File: config.mk
export PLATFORM = sky130hd
export DESIGN_NAME = aes_kat_runner
export DESIGN_NICKNAME = d
export VERILOG_FILES = /design/src/rtl/aes_kat_runner.sv
export SDC_FILE = /design/constraint.sdc
export NUM_CORES = 2
export LEC_CHECK = 0
export BUFFER_PORTS_ARGS = -buffer_cell sky130_fd_sc_hd__buf_4
export CORE_UTILIZATION = 60
export CTS_CLUSTER_DIAMETER = 40
export CTS_CLUSTER_SIZE = 10
export DETAILED_ROUTE_END_ITERATION = 10
export GPL_TIMING_DRIVEN = 0
export PLACE_DENSITY = 0.88
export SLEW_MARGIN = 20
export SYNTH_ARGS = -nofsm -noshare
export SYNTH_HDL_FRONTEND = slang
export SYNTH_SLANG_ARGS = --single-unit
File: constraint.sdc
create_clock -name clk -period 14.57 [get_ports clk]
set_clock_uncertainty 0.2 [all_clocks]
set_input_delay 1.457 -clock clk [delete_from_list [all_inputs] [get_ports clk]]
set_output_delay 1.457 -clock clk [all_outputs]
set_load 0.05 [all_outputs]
File: src/rtl/aes_kat_runner.sv
// Known-answer-test sequencer for the AES-128 core: replays stored (plaintext, key, expected)
// triplets into the core and tallies matches, mismatches and timeouts.
//
// state    | meaning
// ---------+--------------------------------------------------------------
// S_IDLE   | waiting for start after reset; vector memory writable
// S_LAUNCH | load core inputs from mem[index], pulse dut_start
// S_WAIT   | wait for dut_done or timer terminal count
// S_CHECK  | compare captured ciphertext, update counts, advance index
// S_DONE   | results held until next start; vector memory writable
module aes_kat_runner #(
   parameter int NUM_VEC = 4,
   parameter int AW      = 2,
   parameter int BLK_W   = 128,
   parameter int TIMEOUT = 32,
   parameter int TO_W    = 6
) (
   input  logic             clk,
   input  logic             reset,
   input  logic             start,
   input  logic             load_we,
   input  logic [1:0]       load_sel,
   input  logic [AW-1:0]    load_addr,
   input  logic [BLK_W-1:0] load_data,
   output logic             busy,
   output logic             done,
   output logic             pass,
   output logic [AW:0]      pass_count,
   output logic [AW:0]      fail_count,
   output logic             first_fail_valid,
   output logic [AW-1:0]    first_fail_idx,
   output logic             dut_en,
   output logic             dut_start,
   output logic [BLK_W-1:0] dut_data_in,
   output logic [BLK_W-1:0] dut_key_in,
   input  logic [BLK_W-1:0] dut_data_out,
   input  logic             dut_done
);

   localparam logic [2:0] S_IDLE   = 3'd0;
   localparam logic [2:0] S_LAUNCH = 3'd1;
   localparam logic [2:0] S_WAIT   = 3'd2;
   localparam logic [2:0] S_CHECK  = 3'd3;
   localparam logic [2:0] S_DONE   = 3'd4;

   localparam logic [AW:0]     NV_C     = NUM_VEC[AW:0];
   localparam logic [AW-1:0]   LAST_IDX = AW'(NUM_VEC - 1);
   localparam logic [AW-1:0]   ONE_I    = AW'(1);
   localparam logic [AW:0]     ONE_C    = (AW+1)'(1);
   localparam logic [TO_W-1:0] ONE_T    = TO_W'(1);
   localparam logic [TO_W-1:0] TC_T     = TO_W'(TIMEOUT - 1);

   logic [2:0]       state;
   logic [AW-1:0]    index;
   logic [TO_W-1:0]  timer;
   logic             timed_out;
   logic [BLK_W-1:0] captured;
   logic             match;
   logic             addr_ok;

   logic [BLK_W-1:0] mem_pt  [NUM_VEC];
   logic [BLK_W-1:0] mem_key [NUM_VEC];
   logic [BLK_W-1:0] mem_exp [NUM_VEC];

   assign addr_ok   = {1'b0, load_addr} < NV_C;
   assign match     = !timed_out && (captured == mem_exp[index]);
   assign pass      = done && (fail_count == '0);
   assign dut_en    = busy;
   assign dut_start = (state == S_LAUNCH);

   // Vector memory survives reset so a run can be repeated after an abort.
   always_ff @(posedge clk) begin
      if (load_we && !busy && addr_ok) begin
         case (load_sel)
            2'd0:    mem_pt[load_addr]  <= load_data;
            2'd1:    mem_key[load_addr] <= load_data;
            2'd2:    mem_exp[load_addr] <= load_data;
            default: ;
         endcase
      end
   end

   always_ff @(posedge clk) begin
      if (reset) begin
         state            <= S_IDLE;
         busy             <= 1'b0;
         done             <= 1'b0;
         pass_count       <= '0;
         fail_count       <= '0;
         first_fail_valid <= 1'b0;
         first_fail_idx   <= '0;
         index            <= '0;
         timer            <= '0;
         timed_out        <= 1'b0;
         captured         <= '0;
         dut_data_in      <= '0;
         dut_key_in       <= '0;
      end else begin
         case (state)
            S_IDLE, S_DONE: begin
               if (start) begin
                  state            <= S_LAUNCH;
                  busy             <= 1'b1;
                  done             <= 1'b0;
                  index            <= '0;
                  pass_count       <= '0;
                  fail_count       <= '0;
                  first_fail_valid <= 1'b0;
                  first_fail_idx   <= '0;
               end
            end
            S_LAUNCH: begin
               dut_data_in <= mem_pt[index];
               dut_key_in  <= mem_key[index];
               timer       <= '0;
               state       <= S_WAIT;
            end
            S_WAIT: begin
               timer <= timer + ONE_T;
               // dut_done takes priority over a coincident terminal count.
               if (dut_done) begin
                  captured  <= dut_data_out;
                  timed_out <= 1'b0;
                  state     <= S_CHECK;
               end else if (timer == TC_T) begin
                  timed_out <= 1'b1;
                  state     <= S_CHECK;
               end
            end
            S_CHECK: begin
               if (match) begin
                  pass_count <= pass_count + ONE_C;
               end else begin
                  fail_count <= fail_count + ONE_C;
                  if (!first_fail_valid) begin
                     first_fail_valid <= 1'b1;
                     first_fail_idx   <= index;
                  end
               end
               if (index == LAST_IDX) begin
                  state <= S_DONE;
                  busy  <= 1'b0;
                  done  <= 1'b1;
               end else begin
                  index <= index + ONE_I;
                  state <= S_LAUNCH;
               end
            end
            default: state <= S_IDLE;
         endcase
      end
   end

endmodule

==> summary.md <==
| Metric | Value |
|---|---|
| Synth Instances | 4,240 |
| Status | finished clean |
| Multi-input logic area | 16,600 um^2 |
| Critical path depth | 13 |
| Vias in the first global route | 44,800 |
| Most frequent cells in the layout | 1,536 x edfxtp_1, 803 x nand2_1, 599 x buf_4, 409 x dfxtp_1, 403 x a21oi_1 |
| Max Cap Viol | 0 |
| Rows | about 130 |
| CP delay by family, top | compound AO/OA/AOI/OAI gates |
| CP Launch Type | flip-flop |
| Wire per inst | 32.9 um |
| Area growth from synthesis to layout | 20.7% |
| CP max-delay cell | a211oi_1 |
| Worst EP arrival | 6.06 ns |
| CTS resizes | 0 |
| Detailed Place HPWL | 155 mm |
| Warning count from the yosys run | 0 |
| Worst-Skew Late Latency | 0.86 ns |
| Register area | 54,300 um^2 |
| Setup TNS | 0 ns |
| Vias per cell | 6.53 |
| Worst Path Max Fanout | 10 |
| Post-Syn Nets | 4,510 |
| CORE AREA | 118,000 um^2 |
| Cell area after synthesis | 71,900 um^2 |
| Residual overflow from global routing | 0 |
| Largest net degree at the start of global routing | 24 |
| Crit share post-route | 0.381 |
| Worst stage delay on the critical path | between 0.6 and 0.7 ns |
| FF+latch count, synth | just under 2,000 |
| Worst Setup End Kind | flip-flop |
| Crit path top cell by count | buf_6 |
| Power, Total | 12.5 mW |
| All-Layer GR Usage | 0.378 |
| Iteration count of the initial detailed-routing pass | 5 |
| Worst-margin pin slew | 1.19 ns |
| CTS tree | done |
| RSZ-0062 raised after global routing | false |
| Pwr Density | between 100 and 150 nW/um^2 |
| CP Cell Sequence | buf_6 > buf_6 > buf_6 > buf_2 > mux2i_1 > o22ai_1 > a2111oi_1 > clkdlybuf4s18_2 > nand4_1 > a211oi_1 > nand4_1 > o21ai_1 > mux2i_1 |
| Initial antenna violation count | 18 |
| Die Y | 348 um |
| Buf/Inv on CP | 5 |
| Number of synthesized flops with an enable pin | roughly 1,500 |
| First-pass GRT wire length | 319 mm |
| H-Tree Depth | 4 |
| Postcts setup bufs | 0 |
| Synth cell types | 68 |
| Final Wtd Congestion | ~1.0 |
| Starting Density | 0.607 |
| Clk root buf | clkbuf_16 |
| Max Slew Vio Count | 0 |
| Syn avg cell area | 17.0 um^2 |
| FILL cells | 6,490 |
| Share of cells above drive strength 1 | 0.256 |
| Post-route minimum period | between 5 and 6 ns |
| Die X-Extent | approximately 350 um |
| Clk slew on worst S/H paths | 0.06 ns |
| Num ports | 535 |
| Top_reg_cell synth | edfxtp_1 |
| DRT Wirelength | 228 mm |
| Worst Path Required | 15.08 ns |
| Worst hold path depth | 2 |
| Leakage | between 20 and 30 nW |
| Nets | about 5,400 |
| HP Class | reg -> reg |
| TritonCTS Sinks | between 1,500 and 2,000 |
| # DRC | 0 |
| Total CTS buffers | roughly 230 |
| Clk buf depth | 3 |
| ANT nets after route | 0 |
| Via count | 45,300 |
| Cts hold-fix bufs | 0 |
| Setup violators final | 0 |
| Async SR Flop Fraction | 0 |
| Rel. slew slack | 0.208 |
| Commonest non-fill, non-tap cell in the layout | edfxtp_1 |
| Worst vdd ir | 127 uV |
| Number of buffers inserted by port buffering | 533 |
| Die area | 121,000 um^2 |
| Seq/Total Area, Yosys | 0.755 |
| R2R depth | 13 |
| Kind of critical path | reg -> reg |
| F_max | 180 MHz |
| Starting DRT DRC Count | 7,256 |
| Fin. Hold Viols | 0 |
-- worst reg2reg max path, cell delays in order (launching register included) --
cell and delay [ns]:
dfxtp_1 0.59, buf_6 0.25, buf_6 0.23, buf_6 0.23
buf_2 0.49, mux2i_1 0.62, o22ai_1 0.39, a2111oi_1 0.42
clkdlybuf4s18_2 0.32, nand4_1 0.10, a211oi_1 0.67, nand4_1 0.40
o21ai_1 0.37, mux2i_1 0.12
-- through the flow --
step | hold slack, ns | utilization | area [um^2] | worst slack [ns] | instances
finish | 0.254 | 0.733 | 86800 | 9.02 | 6932
CTS | 0.255 | 0.733 | 86800 | 9.30 | 6918
floorplan | 0.236 | - | 71900 | 2.94 | 4240
detailed placement | 0.247 | 0.675 | 79900 | 9.46 | 6488
global placement | 0.242 | 0.658 | 77900 | -4.24 | 6373
global route | 0.268 | 0.733 | 86800 | 9.05 | 6923
-- layout make-up --
cell class	instances	share of cell area
antenna	14	0.000404
buffer	234	0.0122
clock buffer	395	0.0758
clock inverter	35	0.00372
inverter	20	0.000865
multi-input combinational	2041	0.191
sequential	1945	0.626
tap	1600	0.0231
timing repair buffer	648	0.0674
-- power by group --
group | switching, mW | leakage [nW] | internal (mW)
registers | 0.0784 | 17.2 | 6.11
logic | 0.751 | 8.09 | 0.300
clock network | 2.22 | 3.30 | 3.08
-- cells by family (layout without fill, tap and decap cells) --
| kind of cell | count (synthesis) | count (layout) | synth area share |
|---|---|---|---|
| AO/OA/AOI/OAI | 531 | 531 | 0.0413 |
| XOR/XNOR | 77 | 77 | 0.00938 |
| adder cells (fa/ha/maj) | 5 | 5 | 0.000870 |
| buffers and inverters | 254 | 1332 | 0.0154 |
| flip-flops | 1945 | 1945 | 0.755 |
| multiplexers | 452 | 452 | 0.122 |
| other | 0 | 14 | 0 |
| AND/OR/NAND/NOR | 976 | 976 | 0.0554 |
-- routing by layer --
metal / vias up / routed length (um) / share of wire / GRT usage
li1: 18100 / - / - / -
met1: 22500 / 75300 / 0.33 / 0.486
met2: 3943 / 105000 / 0.46 / 0.581
met3: 762 / 32500 / 0.14 / 0.109
met4: 12 / 15000 / 0.066 / 0.215
met5: - / 77 / 0.00034 / 0
-- Yosys cell counts, types with 17 or more instances --
master / number / area [um^2]
a21oi_1: 403 / 2020
buf_1: 28 / 105
buf_4: 20 / 150
clkbuf_1: 166 / 623
dfxtp_1: 409 / 8190
edfxtp_1: 1536 / 46100
inv_1: 19 / 71.3
mux2_2: 21 / 236
mux2i_1: 91 / 911
mux4_2: 340 / 7660
nand2_1: 803 / 3010
nand2b_1: 17 / 106
nor2_1: 49 / 184
o21ai_0: 18 / 90.1
o22ai_1: 23 / 144
xnor2_1: 43 / 377
xor2_1: 34 / 298
-- path summary, 6_finish.rpt --
path,to,start,slack [ns]
worst max-delay path,fail_count[0]$_SDFFE_PP0P_,flip-flop,9.02
worst min-delay path,dut_key_in[88]$_SDFFE_PP0P_,dut_key_in[88]$_SDFFE_PP0P_,0.25
worst max register to register,fail_count[0]$_SDFFE_PP0P_,flip-flop,9.02
worst min register to register,dut_key_in[88]$_SDFFE_PP0P_,dut_key_in[88]$_SDFFE_PP0P_,0.25
-- state kept, by name (all words and copies together) (netlist names), 6 cells and up, named ones only --
register     cells
mem_key        512
dut_key_in     128
captured       128
mem_exp        512
timer            6
mem_pt         512
dut_data_in    128
No activity file was read; power rests on OpenSTA's default activity.
